**config.mk**
```make
export PLATFORM = sky130hd
export DESIGN_NAME = draw_cmd_scheduler_flat
export DESIGN_NICKNAME = d
export VERILOG_FILES = /design/src/rtl/draw_cmd_scheduler_if.sv /design/src/rtl/draw_cmd_scheduler.sv /design/src/flat_wrapper.sv
export SDC_FILE = /design/constraint.sdc
export NUM_CORES = 1
export LEC_CHECK = 0
export CORE_MARGIN = 2
export CORE_UTILIZATION = 40
export CTS_BUF_LIST = sky130_fd_sc_hd__clkbuf_4 sky130_fd_sc_hd__clkbuf_8
export DETAILED_ROUTE_END_ITERATION = 8
export PLACE_DENSITY_LB_ADDON = 0.15
export REMOVE_ABC_BUFFERS = 1
export SYNTH_ARGS = -nofsm -noshare
export SYNTH_HDL_FRONTEND = slang
export SYNTH_SLANG_ARGS = --single-unit
```
**constraint.sdc**
```tcl
create_clock -name iClock -period 2.4 [get_ports iClock]
set_input_delay 0.24 -clock iClock [delete_from_list [all_inputs] [get_ports iClock]]
set_output_delay 0.24 -clock iClock [all_outputs]
set_load 0.01 [all_outputs]
```
**src/rtl/draw_cmd_scheduler_if.sv**
```systemverilog
// Command and drawing-datapath bundle for draw_cmd_scheduler.
// master drives commands and done; slave is the scheduler.
interface draw_cmd_scheduler_if;
  logic       iCmdValid;
  logic       iCmdClear;
  logic [7:0] iCmdX;
  logic [6:0] iCmdY;
  logic [2:0] iCmdColour;
  logic       oCmdReady;
  logic       oStartBox;
  logic       oStartClear;
  logic [7:0] oBoxX;
  logic [6:0] oBoxY;
  logic [2:0] oBoxColour;
  logic       iDrawDone;
  logic       oBusy;
  logic [3:0] oPending;
  logic       oOverflow;
  logic       oTimeout;

  modport master (
    output iCmdValid, iCmdClear, iCmdX, iCmdY, iCmdColour,
    output iDrawDone,
    input  oCmdReady, oStartBox, oStartClear,
    input  oBoxX, oBoxY, oBoxColour,
    input  oBusy, oPending, oOverflow, oTimeout
  );

  modport slave (
    input  iCmdValid, iCmdClear, iCmdX, iCmdY, iCmdColour,
    input  iDrawDone,
    output oCmdReady, oStartBox, oStartClear,
    output oBoxX, oBoxY, oBoxColour,
    output oBusy, oPending, oOverflow, oTimeout
  );
endinterface

```
**src/rtl/draw_cmd_scheduler.sv**
```systemverilog
// Queues box/clear draw commands in a small FIFO and issues them
// one at a time to the drawing datapath, with done/timeout tracking.
module draw_cmd_scheduler #(
  parameter int          DEPTH   = 4,
  parameter logic [15:0] TIMEOUT = 16'd20000
) (
  input logic               iClock,
  input logic               iReset,
  draw_cmd_scheduler_if.slave bus
);

  typedef struct packed {
    logic       clr;
    logic [7:0] x;
    logic [6:0] y;
    logic [2:0] col;
  } cmd_t;

  typedef enum logic [1:0] {
    IDLE,
    ISSUE,
    WAIT_DONE
  } state_t;

  localparam int         AW   = (DEPTH > 1) ? $clog2(DEPTH) : 1;
  localparam logic [3:0] FULL = 4'(DEPTH);

  cmd_t          mem [DEPTH];
  logic [AW-1:0] wr_ptr;
  logic [AW-1:0] rd_ptr;
  logic [3:0]    count;
  state_t        state;
  logic [15:0]   timer;
  cmd_t          head;
  logic          ready;
  logic          push;
  logic          pop;

  logic          start_box;
  logic          start_clear;
  logic [7:0]    box_x;
  logic [6:0]    box_y;
  logic [2:0]    box_col;
  logic          busy;
  logic          overflow;
  logic          timeout;

  assign head  = mem[rd_ptr];
  assign ready = (count < FULL) && !iReset;
  assign push  = bus.iCmdValid && ready;
  assign pop   = (state == IDLE) && (count != 4'd0);

  always_ff @(posedge iClock) begin
    if (push) begin
      mem[wr_ptr] <= '{clr: bus.iCmdClear,
                       x:   bus.iCmdX,
                       y:   bus.iCmdY,
                       col: bus.iCmdColour};
    end
  end

  always_ff @(posedge iClock) begin
    if (iReset) begin
      wr_ptr      <= '0;
      rd_ptr      <= '0;
      count       <= 4'd0;
      state       <= IDLE;
      timer       <= 16'd0;
      start_box   <= 1'b0;
      start_clear <= 1'b0;
      box_x       <= 8'd0;
      box_y       <= 7'd0;
      box_col     <= 3'd0;
      busy        <= 1'b0;
      overflow    <= 1'b0;
      timeout     <= 1'b0;
    end else begin
      start_box   <= 1'b0;
      start_clear <= 1'b0;
      if (push) wr_ptr <= wr_ptr + AW'(1);
      if (pop)  rd_ptr <= rd_ptr + AW'(1);
      unique case ({push, pop})
        2'b10:   count <= count + 4'd1;
        2'b01:   count <= count - 4'd1;
        default: count <= count;
      endcase
      if (bus.iCmdValid && !ready) overflow <= 1'b1;

      unique case (state)
        IDLE: begin
          if (pop) begin
            box_x       <= head.x;
            box_y       <= head.y;
            box_col     <= head.col;
            start_box   <= !head.clr;
            start_clear <= head.clr;
            busy        <= 1'b1;
            state       <= ISSUE;
          end
        end
        ISSUE: begin
          timer <= 16'd0;
          state <= WAIT_DONE;
        end
        WAIT_DONE: begin
          // done has priority over a coinciding timeout
          if (bus.iDrawDone) begin
            busy  <= 1'b0;
            state <= IDLE;
          end else if (timer == TIMEOUT - 16'd1) begin
            busy    <= 1'b0;
            timeout <= 1'b1;
            state   <= IDLE;
          end else begin
            timer <= timer + 16'd1;
          end
        end
        default: begin
          busy  <= 1'b0;
          state <= IDLE;
        end
      endcase
    end
  end

  assign bus.oCmdReady   = ready;
  assign bus.oStartBox   = start_box;
  assign bus.oStartClear = start_clear;
  assign bus.oBoxX       = box_x;
  assign bus.oBoxY       = box_y;
  assign bus.oBoxColour  = box_col;
  assign bus.oBusy       = busy;
  assign bus.oPending    = count;
  assign bus.oOverflow   = overflow;
  assign bus.oTimeout    = timeout;

endmodule

```
**src/flat_wrapper.sv**
```systemverilog
// flat-port wrapper written by rule: the top's interface ports become plain ports
module draw_cmd_scheduler_flat 
#(
  parameter int          DEPTH   = 4,
  parameter logic [15:0] TIMEOUT = 16'd20000
)
  (iClock, iReset, bus_iCmdValid, bus_iCmdClear, bus_iCmdX, bus_iCmdY, bus_iCmdColour, bus_iDrawDone, bus_oCmdReady, bus_oStartBox, bus_oStartClear, bus_oBoxX, bus_oBoxY, bus_oBoxColour, bus_oBusy, bus_oPending, bus_oOverflow, bus_oTimeout);
  draw_cmd_scheduler_if bus_i ();
  input logic iClock;
  input logic iReset;
  input wire logic [$bits(bus_i.iCmdValid)-1:0] bus_iCmdValid;
  input wire logic [$bits(bus_i.iCmdClear)-1:0] bus_iCmdClear;
  input wire logic [$bits(bus_i.iCmdX)-1:0] bus_iCmdX;
  input wire logic [$bits(bus_i.iCmdY)-1:0] bus_iCmdY;
  input wire logic [$bits(bus_i.iCmdColour)-1:0] bus_iCmdColour;
  input wire logic [$bits(bus_i.iDrawDone)-1:0] bus_iDrawDone;
  output wire logic [$bits(bus_i.oCmdReady)-1:0] bus_oCmdReady;
  output wire logic [$bits(bus_i.oStartBox)-1:0] bus_oStartBox;
  output wire logic [$bits(bus_i.oStartClear)-1:0] bus_oStartClear;
  output wire logic [$bits(bus_i.oBoxX)-1:0] bus_oBoxX;
  output wire logic [$bits(bus_i.oBoxY)-1:0] bus_oBoxY;
  output wire logic [$bits(bus_i.oBoxColour)-1:0] bus_oBoxColour;
  output wire logic [$bits(bus_i.oBusy)-1:0] bus_oBusy;
  output wire logic [$bits(bus_i.oPending)-1:0] bus_oPending;
  output wire logic [$bits(bus_i.oOverflow)-1:0] bus_oOverflow;
  output wire logic [$bits(bus_i.oTimeout)-1:0] bus_oTimeout;
  assign bus_i.iCmdValid = bus_iCmdValid;
  assign bus_i.iCmdClear = bus_iCmdClear;
  assign bus_i.iCmdX = bus_iCmdX;
  assign bus_i.iCmdY = bus_iCmdY;
  assign bus_i.iCmdColour = bus_iCmdColour;
  assign bus_i.iDrawDone = bus_iDrawDone;
  assign bus_oCmdReady = bus_i.oCmdReady;
  assign bus_oStartBox = bus_i.oStartBox;
  assign bus_oStartClear = bus_i.oStartClear;
  assign bus_oBoxX = bus_i.oBoxX;
  assign bus_oBoxY = bus_i.oBoxY;
  assign bus_oBoxColour = bus_i.oBoxColour;
  assign bus_oBusy = bus_i.oBusy;
  assign bus_oPending = bus_i.oPending;
  assign bus_oOverflow = bus_i.oOverflow;
  assign bus_oTimeout = bus_i.oTimeout;
  draw_cmd_scheduler #(.DEPTH(DEPTH), .TIMEOUT(TIMEOUT)) u_core (.iClock(iClock), .iReset(iReset), .bus(bus_i));
endmodule
```
==> metrics.csv, run 1 <==
metric,value,unit
Design Power,6.386,mW
"area leader, netlist",edfxtp_1,
RSZ-0062 raised after global routing,no,
1st-iter DRT viols,196,
Crit path required time,2.75,ns
most frequent cells in the layout,"76 x edfxtp_1, 51 x dfxtp_1, 49 x clkdlybuf4s50_1",
vias in the first global route,3133,
crit-path max FO,5,
Syn Area/Cell,13.59,sq um
highest-delay cell along the critical path,dfxtp_1,
minimum clock period,2.192,ns
cell area after synthesis,0.005042,sq mm
FF-to-FF setup slack,0.21,ns
critical path's largest stage delay,0.35,ns
"Warnings, synthesis",0,
Initial Util,40.45,%
routability cong.,0.8028,
drt wl/cell,15.65,microns
fin area,0.006150,sq mm
worst hold margin,0.3987,ns
share of cells above drive strength 1,16.74,%
fmax,456.2,MHz
Worst-Skew Late Latency,0.43,ns
slew margin rel.,63.59,%
ys flop type,edfxtp_1,
outcome,completed,
hold_sp,iReset,
total grt overflow,0,
crit-path cells,"nor3_1, and2_1, inv_1, ha_1, xor2_1, ha_1, a21oi_1, xor2_1, or3_1, a21oi_1",
Overall Global Routing Usage,16.26,%
max-slew violations,0,
post-CTS setup buffers,0,
post-synth top area share,45.26,%
Port Buffers,50,
"Reg clk slew, reported paths",0.07,ns
clock tree buffer depth,2,
Mapped Cells,371,
"commonest non-fill, non-tap cell in the layout",edfxtp_1,
Hold Crit Depth,3,
skew final,0.01391,ns
largest net degree at the start of global routing,51,
IO Pins,51,
Via density,5.014,
Setup TNS Final,0,ns
# diodes,0,
worst reg2reg startpoint,u_core.bus.oPending[3]$_SDFFE_PP0P_,
Tightest Pin Transition,0.5461,ns
Cell Pwr Density,1038,mW/mm^2
H-tree Lvls,4,
DR vias,3139,
number of synthesized flops with an enable pin,76,
WP data arrival,2.55,ns
Final Hold Fails,0,
Final Setup Violations,0,
Die Ht,116.3,microns
clk sink count,127,
main area contributors after synthesis,"edfxtp_1 45%, dfxtp_1 20%, mux4_2 8.5%, nand2_1 3.6%, a21oi_1 2.9%",
R2R Path End,u_core.bus.oPending[2]$_SDFFE_PP0P_,
DP HPWL,6180,microns
#FFs+latches synth,127,
site row count,41,
Setup CP Type,register to register,
die area,0.01352,sq mm
fin nets,472,
Final Cycle Share,91.33,%
final wirelength,9794,microns
Post-route DRC,0,
Die Wd,116.3,microns
global-route wire length before repair,16220,microns
initial antenna violation count,0,
root buffer selected by CTS,clkbuf_8,
max_cap viols,0,
Pleak,2.077,nW
Worst setup EP type,register,
r2r worst-path depth,10,
cts hold-fix bufs,0,
"Seq/Total Area, Yosys",65.51,%
startpoint types,register,
Worst VDD drop,0.4860,mV
count of cell types in the netlist,53,
ANT nets after route,0,
Worst Hold Class,primary input to register,
CTS Buf Count,17,
hold worst-path end,u_core.bus.oPending[3]$_SDFFE_PP0P_,
post-CTS sizing,0,
Area Overhead vs Synth,21.96,%
Post-DP Area,0.005814,sq mm
fill count,1133,
drt pass-1 iters,4,
CTS tree,yes,
Core Area,0.01247,sq mm
async set or reset register ratio after synthesis,0,%
-- worst max path at each step --
stage / from / to / slack [ns] / cells past startpoint
detailed placement: bus_iCmdValid / u_core.bus.oPending[2]$_SDFFE_PP0P_ / 0.11 / 10
global placement: bus_iCmdValid / u_core.bus.oPending[2]$_SDFFE_PP0P_ / 0.18 / 10
finish: u_core.bus.oPending[3]$_SDFFE_PP0P_ / u_core.bus.oPending[2]$_SDFFE_PP0P_ / 0.21 / 10
floorplan: u_core.bus.oPending[1]$_SDFFE_PP0P_ / u_core.bus.oPending[2]$_SDFFE_PP0P_ / -0.40 / 11
global route: u_core.bus.oPending[3]$_SDFFE_PP0P_ / u_core.bus.oPending[2]$_SDFFE_PP0P_ / 0.04 / 10
CTS: u_core.bus.oPending[3]$_SDFFE_PP0P_ / u_core.bus.oPending[2]$_SDFFE_PP0P_ / 0.20 / 10
-- sequential cells by signal, indices dropped and copies added (netlist names), named ones only --
signal	flops
u_core.bus.oBoxColour	3
u_core.bus.oBoxX	8
u_core.bus.oBoxY	7
u_core.bus.oBusy	1
u_core.bus.oOverflow	1
u_core.bus.oPending	4
u_core.bus.oStartBox	1
u_core.bus.oStartClear	1
u_core.bus.oTimeout	1
u_core.mem	76
u_core.rd_ptr	2
u_core.state	2
u_core.timer	16
u_core.wr_ptr	2
-- layer usage --
metal	global-route usage, %	share of wire (%)	wire, microns
met2	27.17	50	4901
met5	0	0	0
met3	6.124	4.7	462
met1	19.53	44	4323
met4	5.317	1.1	106
-- per-stage QoR --
step	util (%)	setup slack (ns)	cells
after floorplan	-	-0.3951	355
after global placement	46.64	0.1771	594
after detailed placement	46.64	0.1112	594
after CTS	49.33	0.2003	626
after global routing	49.33	0.04117	626
final	49.33	0.2080	626
-- synthesized netlist by cell type, drive strengths merged (5+ instances only) --
cell type	count
nand2	48
nor3	7
buf	6
dfxtp	51
mux4	19
clkbuf	10
nand4	5
inv	10
nand3	9
and3	5
a21oi	29
nor2	22
xnor2	6
ha	8
edfxtp	76
o21ai	5
-- critical path, delay by kind of cell (launching register included) --
family	cells	cell delay, ns
compound gates	2	0.29
xor+xnor	2	0.25
fa+ha+maj	2	0.41
buf+inv	1	0.06
flops	1	0.35
simple gates	3	0.76
-- cell families after synthesis --
| logic type | synth area share (%) |
|---|---|
| DFF | 65.51 |
| and+or+nand+nor | 13.00 |
| AOI/OAI and AO/OA | 6.576 |
| buffers and inverters | 2.307 |
| muxes | 8.883 |
| xor gates and xnor gates | 1.737 |
| adders and majority gates | 1.985 |
-- final cells by class --
cell class,count,area (sq um),share of cell area (%)
clock buffer,18,241.5,3.927
timing repair buffer,67,635.6,10.34
inverter,10,37.54,0.6104
multi-input combinational,218,1623,26.39
clock inverter,14,93.84,1.526
sequential,127,3303,53.71
tap,172,215.2,3.499
-- power by group --
| part | switching [mW] | total [mW] | leakage (nW) | internal (mW) |
|---|---|---|---|---|
| sequential | 0.166 | 2.80 | 1.10 | 2.64 |
| combinational | 1.06 | 2.03 | 0.797 | 0.973 |
| clock | 0.829 | 1.55 | 0.176 | 0.719 |
| total | 2.06 | 6.39 | 2.08 | 4.33 |
Note: power is estimated with default switching activity, not from simulation.
==> inputs of run 2 (changes only) <==
- HOLD_SLACK_MARGIN: unset -> 0.12
==> results of run 2 <==
Final layout, timing and power as in run 1 (identical DEF).
==> inputs of run 3 (changes only) <==
==> constraint.sdc (replaced) <==
create_clock -name iClock -period 2.4 [get_ports iClock]
set_input_delay 0.36 -clock iClock [delete_from_list [all_inputs] [get_ports iClock]]
set_output_delay 0.36 -clock iClock [all_outputs]
set_load 0.01 [all_outputs]
==> metrics.csv, run 3 (synthesized netlist as in run 1, its figures left out) <==
metric,value,unit
Setup CP Type,register to register,
most frequent cells in the layout,"76 x edfxtp_1, 51 x dfxtp_1, 49 x clkdlybuf4s50_1",
DP HPWL,6278,microns
Post-DP Area,0.005814,sq mm
Final Setup Violations,0,
routability cong.,0.8058,
IO Pins,51,
H-tree Lvls,4,
startpoint types,register,
FF-to-FF setup slack,0.27,ns
CTS tree,yes,
CTS Buf Count,17,
Crit path required time,2.75,ns
Initial Util,40.45,%
fin area,0.006183,sq mm
Hold Crit Depth,2,
Storage cell area,0.003303,sq mm
minimum clock period,2.130,ns
die area,0.01352,sq mm
Cell Pwr Density,1053,mW/mm^2
Largest register FFs,76,
CP Depth,10,
crit-path cells,"nor3_2, and2_1, inv_1, ha_1, xor2_1, ha_1, a21oi_1, xor2_1, or3_1, a21oi_1",
RSZ-0062 raised after global routing,no,
Worst-Skew Late Latency,0.42,ns
Worst Hold Class,register to register,
"delay-heaviest family, CP",simple AND/OR/NAND/NOR gates,
worst hold margin,0.4575,ns
crit-path max FO,5,
drt pass-1 iters,5,
Post-Place Setup Slack,0.03346,ns
Die Wd,116.3,microns
Final WS setup,0.2697,ns
Area Overhead vs Synth,22.63,%
Via density,5.072,
highest-delay cell along the critical path,dfxtp_1,
clk sink count,127,
"commonest non-fill, non-tap cell in the layout",edfxtp_1,
clock tree buffer depth,2,
cts hold-fix bufs,0,
slew margin rel.,62.89,%
WP data arrival,2.48,ns
Core Area,0.01247,sq mm
final cell count without fillers,626,
fin nets,472,
Overall Global Routing Usage,16.04,%
largest net degree at the start of global routing,51,
max-slew violations,0,
total grt overflow,0,
fill count,1157,
Pleak,2.087,nW
outcome,completed,
Biggest register,u_core.mem,
Final Core Density,49.60,%
# diodes,0,
ANT nets after route,0,
Tightest Pin Transition,0.5567,ns
max_cap viols,0,
site row count,41,
Post-route DRC,0,
final wirelength,9978,microns
"Reg clk slew, reported paths",0.07,ns
Final Cycle Share,88.76,%
Placed Cells,594,
drt wl/cell,15.94,microns
global-route wire length before repair,16070,microns
fmax,469.4,MHz
Worst VDD drop,0.5862,mV
Design Power,6.513,mW
initial antenna violation count,0,
Buf/Inv on CP,1,
Final Hold Fails,0,
DR vias,3175,
skew final,0.009322,ns
critical path's largest stage delay,0.37,ns
Multi-input gate area,0.001628,sq mm
Port Buffers,50,
Die Ht,116.3,microns
1st-iter DRT viols,210,
root buffer selected by CTS,clkbuf_8,
share of cells above drive strength 1,16.74,%
r2r worst-path depth,10,
vias in the first global route,3224,
Worst setup EP type,register,
Setup TNS Final,0,ns
run 3: report_power, final:
group,switching [mW],internal (mW)
registers,0.156,2.64
clock network,0.824,0.841
logic,1.08,0.974
total,2.06,4.45
run 3: cell type report:
type	instances	area share, %
Multi-Input combinational cell	218	26.33
Clock inverter	14	1.882
Timing Repair Buffer	67	10.28
Clock buffer	18	4.006
Inverter	10	0.6070
Sequential cell	127	53.42
Tap cell	172	3.480
run 3: worst paths after layout:
path | startpoint | end
worst max-delay path | u_core.bus.oPending[3]$_SDFFE_PP0P_ | u_core.bus.oPending[2]$_SDFFE_PP0P_
worst min-delay path | u_core.bus.oBoxX[4]$_SDFFE_PP0P_ | u_core.bus.oBoxX[4]$_SDFFE_PP0P_
worst max register to register | u_core.bus.oPending[3]$_SDFFE_PP0P_ | u_core.bus.oPending[2]$_SDFFE_PP0P_
worst min register to register | u_core.bus.oBoxX[4]$_SDFFE_PP0P_ | u_core.bus.oBoxX[4]$_SDFFE_PP0P_
run 3: timing repair:
item                       in CTS  in global routing
setup endpoints to repair       0                  1
buffers inserted                0                  0
resized for setup               0                  1
run 3: metal layers:
metal | global-route usage [%] | vias up | share of wire, %
li1 | - | 1530 | -
met1 | 19.47 | 1587 | 44
met5 | 0 | - | 0
met4 | 4.921 | 0 | 0.48
met3 | 5.345 | 4 | 4.1
met2 | 27.25 | 54 | 51
run 3: worst min-delay path: cells and delay by family, from the launching register on:
family          cells  cell delay [ns]
flops               1             0.31
compound gates      1             0.05
simple gates        1             0.05
